`config.mk`:
```
export PLATFORM = sky130hd
export DESIGN_NAME = reg_file_sb
export DESIGN_NICKNAME = d
export VERILOG_FILES = /design/src/rtl/reg_file_sb.sv
export SDC_FILE = /design/constraint.sdc
export NUM_CORES = 1
export LEC_CHECK = 0
export CORE_ASPECT_RATIO = 0.7
export CORE_UTILIZATION = 40
export CTS_CLUSTER_DIAMETER = 40
export DETAILED_ROUTE_END_ITERATION = 10
export PLACE_DENSITY = 0.68
export SYNTH_ARGS = -nofsm -noshare
export SYNTH_HDL_FRONTEND = slang
export SYNTH_SLANG_ARGS = --single-unit
```
`constraint.sdc`:
```
create_clock -name Clock -period 3.4 [get_ports Clock]
set_input_delay 0.51 -clock Clock [delete_from_list [all_inputs] [get_ports Clock]]
set_output_delay 0.51 -clock Clock [all_outputs]
set_load 0.005 [all_outputs]
```
`src/rtl/reg_file_sb.sv`:
```
// Register file with two async read ports, one write port and a busy scoreboard.
// Define RF_BYPASS_EN to forward same-cycle write data and release to the read ports.
module reg_file_sb #(
  parameter int DSIZE    = 16,
  parameter int RSIZE    = 4,
  parameter int ZERO_REG = 0
) (
  input  logic             Clock,
  input  logic             Reset,
  input  logic             Wen,
  input  logic [RSIZE-1:0] WAddr,
  input  logic [DSIZE-1:0] WData,
  input  logic [RSIZE-1:0] RAddr1,
  input  logic [RSIZE-1:0] RAddr2,
  output logic [DSIZE-1:0] RData1,
  output logic [DSIZE-1:0] RData2,
  input  logic             Claim,
  input  logic [RSIZE-1:0] CAddr,
  output logic             Busy1,
  output logic             Busy2,
  output logic [RSIZE:0]   BusyCount
);

  localparam int   DEPTH = 1 << RSIZE;
  localparam int   CW    = RSIZE + 1;
  localparam logic ZR    = (ZERO_REG != 0);

  logic [DSIZE-1:0] mem [DEPTH];
  logic [DEPTH-1:0] busy;
  logic [CW-1:0]    count;
  logic             wr_ok;
  logic             cl_ok;
  logic             inc;
  logic             dec;

  // A release cancelled by a same-cycle claim of the same register
  // leaves that register busy, so it must not decrement the count.
  always_comb begin
    wr_ok = Wen && !(ZR && WAddr == '0);
    cl_ok = Claim && !(ZR && CAddr == '0);
    inc   = cl_ok && !busy[CAddr];
    dec   = wr_ok && busy[WAddr]
            && !(cl_ok && CAddr == WAddr);
  end

  always_ff @(posedge Clock) begin
    if (!Reset) begin
      for (int i = 0; i < DEPTH; i++) begin
        mem[i] <= '0;
      end
      busy  <= '0;
      count <= '0;
    end else begin
      if (wr_ok) begin
        mem[WAddr]  <= WData;
        busy[WAddr] <= 1'b0;
      end
      if (cl_ok) begin
        busy[CAddr] <= 1'b1;
      end
      count <= count + CW'(inc) - CW'(dec);
    end
  end

  function automatic logic [DSIZE-1:0] rdata(
    input logic [RSIZE-1:0] a
  );
    logic [DSIZE-1:0] d;
    d = mem[a];
`ifdef RF_BYPASS_EN
    if (wr_ok && WAddr == a) d = WData;
`endif
    if (ZR && a == '0) d = '0;
    return d;
  endfunction

  function automatic logic rbusy(
    input logic [RSIZE-1:0] a
  );
    logic b;
    b = busy[a];
`ifdef RF_BYPASS_EN
    if (wr_ok && WAddr == a) b = cl_ok && CAddr == WAddr;
`endif
    if (ZR && a == '0) b = 1'b0;
    return b;
  endfunction

  assign RData1    = rdata(RAddr1);
  assign RData2    = rdata(RAddr2);
  assign Busy1     = rbusy(RAddr1);
  assign Busy2     = rbusy(RAddr2);
  assign BusyCount = count;

endmodule

```
Yosys cells after proc, flatten, opt, wreduce, memory -nomap -nowiden

Memories as Yosys holds them, arrays and structs flattened.
Index checks and enable logic that the tools add are counted.

Output and inout port bits: 39
Register bits: 21
Bits in read-only memories: 0
Bits in latches: 0
Word-level logic and storage cells: 46
Memories kept: 1
Memory bits (writable): 256
Bits of input ports: 36

Memory list:

| memory | words | width | rd ports | clocked after Yosys merged registers in | write ports | RTL line | RTL |
|---|---|---|---|---|---|---|---|
| mem    | 16    | 16    | 2        | 0                                       | 16          | 28       | `logic [DSIZE-1:0] mem [DEPTH];` |

Multiply operators: 0
Muxes and demuxes: 22
$lt $le $gt $ge: 6
Div/mod/pow operators: 0
Bitwise gates (word level): 3
Shift-type cells: 0
Add/subtract/negate cells: 2
Equality and inequality tests: 1
Reduce and logical (&&, ||, !) cells: 9

Operators by type and width:

| kind                                                                                 | number |
|---|---|
| 16-bit two-way mux                                                                   | 4 |
| 4-bit by 5-bit less-than comparator with 1-bit output (second input constant)        | 4 |
| 16-bit AND                                                                           | 1 |
| 1-bit binary-select mux with 4-bit select                                            | 4 |
| 16-bit NOT                                                                           | 1 |
| 16-bit OR                                                                            | 1 |
| 16-bit OR reduction                                                                  | 1 |
| 1-bit two-way mux                                                                    | 11 |
| 1-bit demux with 4-bit select                                                        | 2 |
| 4-bit by 1-bit greater-or-equal comparator with 1-bit output (second input constant) | 2 |
| 1-bit logical AND                                                                    | 6 |
| 5-bit by 1-bit adder with 5-bit output                                               | 1 |
| 5-bit by 1-bit subtractor with 5-bit output                                          | 1 |
| 4-bit equality test                                                                  | 1 |
| 4-bit two-way mux                                                                    | 1 |
| 1-bit logical NOT                                                                    | 2 |

Depth between registers and ports, before layout

Word-level depth: 10
Depth in mapped cells: 13
Depth with buffers taken out: 12

Worst setup path after synthesis

Ideal clock, no wire load.

Kind: input port to flip-flop
From: input CAddr[0]
To: register count[4] (netlist: BusyCount[4])
Data required time: 3.285 ns
Library setup time: 0.115 ns
Arrival: 3.091 ns
Buffers on the path: 1
Stages: 12
Path slack: 0.194 ns
Cells stage by stage: clkbuf_1 > mux4_2 > mux2i_1 > o2111ai_1 > ha_1 > inv_1 > ha_1 > fa_1 > a21o_1 > a21oi_1 > xnor2_1 > and2_1

Longest elaborated chain between the ends: 6
Elaborated cells on any way between the ends: 10
Those cells by class: add/sub (2); eq/ne (1); mux (2); reduce/logical (5)

RTL lines:

| element                                       | RTL line | RTL |
|---|---|---|
| from (decl)                                   | 18       | `input logic [RSIZE-1:0] CAddr,` |
| 1-bit binary-select mux with 4-bit select     | 41       | `inc = cl_ok && !busy[CAddr];` |
| 1-bit two-way mux (implied by the code)       | 41       |  |
| 1-bit logical NOT                             | 41       |  |
| 1-bit logical AND                             | 41       |  |
| 5-bit by 1-bit adder with 5-bit output        | 61       | `count <= count + CW'(inc) - CW'(dec);` |
| 5-bit by 1-bit subtractor with 5-bit output * | 61       |  |
| to (signal assigned)                          | 61       |  |
| to (decl)                                     | 30       | `logic [CW-1:0] count;` |

Every way passes the cells marked *; elsewhere a longest branch is shown, timed or not. The select of a mux whose other input is x is not followed.
A chain may end at the register's enable or synchronous reset.

Worst setup path after layout

From: input RAddr2[0]
To: output RData2[0]

Longest elaborated chain between the ends: 1

RTL lines:

| element            | RTL line | RTL |
|---|---|---|
| from (decl)        | 14       | `input logic [RSIZE-1:0] RAddr2,` |
| memory 16 x 16 bit | --       |  |
| to (decl)          | 16       | `output logic [DSIZE-1:0] RData2,` |

Every way passes these cells.

==> results.txt <==
----------------------------------------------------
[Run status]
  Run status ... complete, no violations

[Clocking]
  Maximum clock insertion buffer count ... 3
  Total clock sinks ... ~280
  TritonCTS buffer count ... 40
  CTS Root Buffer Type ... sky130_fd_sc_hd__clkbuf_16
  Maximum level of the CTS H-tree ... 2
  Clock latency on the worst-skew pair ... about 0.53 ns
  Clock-pin slew on the worst setup and hold paths ... ~0.060 ns
  Number of hold buffers added after cts ... 0
  CTS tree ... done
  Number of gates resized after CTS ... 0
  Buffers inserted by post-CTS timing repair ... 0

[Critical path]
  Required time at the endpoint of the critical path ... approximately 2.9 ns
  Arrival time of data at the critical path endpoint ... approximately 2.7 ns
  CP endpoint kind ... output pin
  Category of the most critical setup path ... primary input to output pin
  Critical Path Fanout Max ... 15
  CP Launch Type ... primary input

[Finish]
  Fraction of final layout cells with drive strength greater than 1 ... 0.309
  Fill cell count ... slightly above 3000
  Final net count ... ~1100
  Number of antenna repair diodes ... 0
  Area growth, synth to finish ... 19.7%
  Non-Filler Instances ... 1560

[Place]
  DP Cell Count ... around 1500
  Worst slack at placement ... -0.276 ns
  # port buffers ... 74
  Routability-driven placement congestion ratio ... ~0.88
  DPL Wire Length ... 28.5 mm

[Logic synthesis]
  Number of enable-type register cells in the synthesized netlist ... 256
  Register area share after synthesis ... 0.539
  Gate count after technology mapping ... 934
  Number of warnings printed during yosys synthesis ... 0
  Average cell area after synthesis ... 16.1 µm²
  Cell Area, Synth ... ~15000 µm²
  Most frequently used flop master after synthesis ... sky130_fd_sc_hd__edfxtp_1
  Synth Net Count ... just under 1000
  Number of register bits inferred by synthesis ... 277
  Number of distinct library cells after synthesis ... 41
  Share of async-settable or async-resettable flops after synthesis ... 0

[Timing]
  Hold slack ... ~0.54 ns
  Max Clock Freq ... between 300 and 400 MHz
  PnR worst setup slack ... roughly 0.19 ns
  Slew headroom ... 0.555
  Number of setup violations in the final report ... 0
  Shortest clock period the worst path allows after layout ... 3.21 ns
  Final hold violation count ... 0
  Final worst path period share ... 0.943
  Largest clock skew in the final design ... approximately 0.016 ns
  Unrepaired setup endpoints after global routing ... false
  Transition time at the pin with the least slew margin ... ~0.67 ns
  Max Transition Viols Final ... 0

[Drt]
  Average vias per placed instance ... around 5.9
  Remaining antenna violation count after routing ... 0
  Final WL ... about 44 mm
  Via count ... between 9000 and 10000
  Violation count after the first detailed-routing iteration ... about 1100
  Average wire length per cell after detail routing ... ~28 µm
  Total DRC errors in the routed layout ... 0
  Iteration count of the initial detailed-routing pass ... 7

[Floorplan]
  Initial standard-cell utilization of the core ... 0.405
  Die outline height ... approximately 160 µm
  Placeable core region ... 37100 µm²
  Num ports ... 75
  Die area ... between 30000 and 40000 µm²
  Die width ... roughly 230 µm
  Row count ... 59

[Power]
  Power density normalized to cell area ... approximately 520 nW/µm²
  Worst vdd rail ir drop ... about 280 µV
  Leakage power ... ~6.2 nW
  Total power after layout ... 9.38 mW

[Global route]
  Vias in the first global route ... a little over 9000
  Antenna violations before repair ... 2
  Global-route wire length before repair ... about 64 mm
  Largest net degree at the start of global routing ... 40
  Total routing resource utilization after global routing ... 0.237
  Remaining Overflow, GRT ... 0

[Min path]
  Type of the most critical hold path ... register to register

[Run]
  Number of max-cap violations ... 0

----------------------------------------------------
==> layout by cell type (no fill, tap or decap), types with 5 or more instances in the layout <==
master,n
sky130_fd_sc_hd__nand2_1,14
sky130_fd_sc_hd__dfxtp_1,21
sky130_fd_sc_hd__and2_1,262
sky130_fd_sc_hd__edfxtp_1,256
sky130_fd_sc_hd__o22ai_1,12
sky130_fd_sc_hd__inv_8,5
sky130_fd_sc_hd__o21ai_2,13
sky130_fd_sc_hd__nor2b_1,7
sky130_fd_sc_hd__inv_1,17
sky130_fd_sc_hd__clkinvlp_4,5
sky130_fd_sc_hd__mux4_2,159
sky130_fd_sc_hd__mux4_1,14
sky130_fd_sc_hd__clkdlybuf4s50_1,70
sky130_fd_sc_hd__clkbuf_16,42
sky130_fd_sc_hd__mux4_4,5
sky130_fd_sc_hd__nand3_1,7
sky130_fd_sc_hd__ha_1,5
sky130_fd_sc_hd__nor2_1,17
sky130_fd_sc_hd__buf_12,11
sky130_fd_sc_hd__a21oi_1,5
sky130_fd_sc_hd__inv_6,5
sky130_fd_sc_hd__buf_4,68
sky130_fd_sc_hd__clkinv_4,5
sky130_fd_sc_hd__nand3b_1,5
==> cell usage after synthesis (2+ instances only) <==
cell type,n,area [µm²]
sky130_fd_sc_hd__nand3b_1,5,37.5
sky130_fd_sc_hd__a21oi_1,5,25.0
sky130_fd_sc_hd__nand2_1,14,52.6
sky130_fd_sc_hd__buf_1,4,15.0
sky130_fd_sc_hd__clkbuf_1,46,173
sky130_fd_sc_hd__nand2b_1,4,25.0
sky130_fd_sc_hd__xnor2_1,4,35.0
sky130_fd_sc_hd__nor2b_1,7,43.8
sky130_fd_sc_hd__clkbuf_2,2,10.0
sky130_fd_sc_hd__o21ai_0,15,75.1
sky130_fd_sc_hd__a21o_1,2,15.0
sky130_fd_sc_hd__buf_12,4,80.1
sky130_fd_sc_hd__mux4_4,5,125
sky130_fd_sc_hd__dfxtp_1,21,420
sky130_fd_sc_hd__o22ai_1,12,75.1
sky130_fd_sc_hd__buf_2,19,95.1
sky130_fd_sc_hd__mux4_2,159,3580
sky130_fd_sc_hd__nand3_1,7,35.0
sky130_fd_sc_hd__or3b_2,2,17.5
sky130_fd_sc_hd__ha_1,5,62.6
sky130_fd_sc_hd__nor3_1,4,20.0
sky130_fd_sc_hd__mux4_1,14,368
sky130_fd_sc_hd__inv_1,17,63.8
sky130_fd_sc_hd__nor2_1,17,63.8
sky130_fd_sc_hd__buf_4,3,22.5
sky130_fd_sc_hd__buf_6,3,33.8
sky130_fd_sc_hd__edfxtp_1,256,7690
sky130_fd_sc_hd__xor2_1,4,35.0
sky130_fd_sc_hd__and2_1,262,1640
==> per-layer routing <==
metal,vias up,wire [µm],GRT usage
met5,-,17,0
met4,4,1350,0.0785
met3,82,4380,0.0628
met2,470,20000,0.357
met1,4778,18100,0.334
li1,3870,-,-
==> metrics by stage <==
stage | instance area, µm² | TNS (ns) | utilization
final | 18000 | 0 | 0.485
after global routing | 18000 | 0 | 0.485
after CTS | 18000 | 0 | 0.485
after detailed placement | 16700 | -0.359 | 0.450
after global placement | 16700 | -0.320 | 0.450
after floorplan | 15000 | 0 | -
==> path summary, 6_finish.rpt <==
| path | start | cells after the start | to | slack [ns] |
|---|---|---|---|---|
| hold / removal | busy[10]$_SDFF_PN0_ | 2 | busy[10]$_SDFF_PN0_ | 0.54 |
| hold reg to reg | busy[10]$_SDFF_PN0_ | 2 | busy[10]$_SDFF_PN0_ | 0.54 |
| setup / recovery | RAddr2[0] | 5 | RData2[0] | 0.19 |
| setup reg to reg | busy[11]$_SDFF_PN0_ | 11 | BusyCount[4]$_SDFF_PN0_ | 0.57 |
==> final cells by class <==
class / count / area, µm² / share of cell area
clock inverter: 29 / 259 / 0.0144
sequential: 277 / 8110 / 0.450
timing repair buffer: 149 / 1430 / 0.0795
clock buffer: 44 / 1060 / 0.0588
inverter: 17 / 63.8 / 0.00354
tap: 488 / 611 / 0.0339
multi-input combinational: 556 / 6480 / 0.360
==> critical path: stages <==
cell and delay [ns]:
sky130_fd_sc_hd__buf_4 0.29, sky130_fd_sc_hd__buf_12 0.23, sky130_fd_sc_hd__mux4_4 0.65, sky130_fd_sc_hd__mux4_2 0.52
sky130_fd_sc_hd__clkdlybuf4s50_1 0.47
==> kinds of logic after synthesis <==
family                   Yosys count  share of synthesized area
flip-flops                       277                      0.539
AO/OA/AOI/OAI                     38                     0.0147
XOR/XNOR                           8                    0.00466
buffers and inverters            101                     0.0348
adder cells (fa/ha/maj)            6                    0.00549
multiplexers                     179                      0.271
AND/OR/NAND/NOR                  325                      0.130
==> power breakdown <==
| part | total [mW] | internal, mW | leakage [nW] | switching (mW) |
|---|---|---|---|---|
| clock network | 4.06 | 2.39 | 0.636 | 1.67 |
| logic | 1.28 | 0.676 | 2.96 | 0.603 |
| registers | 4.04 | 3.93 | 2.62 | 0.105 |
| total | 9.38 | 7.00 | 6.22 | 2.38 |
==> state kept, by name (all words and copies together) (netlist names) <==
| name | count |
|---|---|
| BusyCount | 5 |
| busy | 16 |
| mem | 256 |
(Power assumes the default switching activity.)
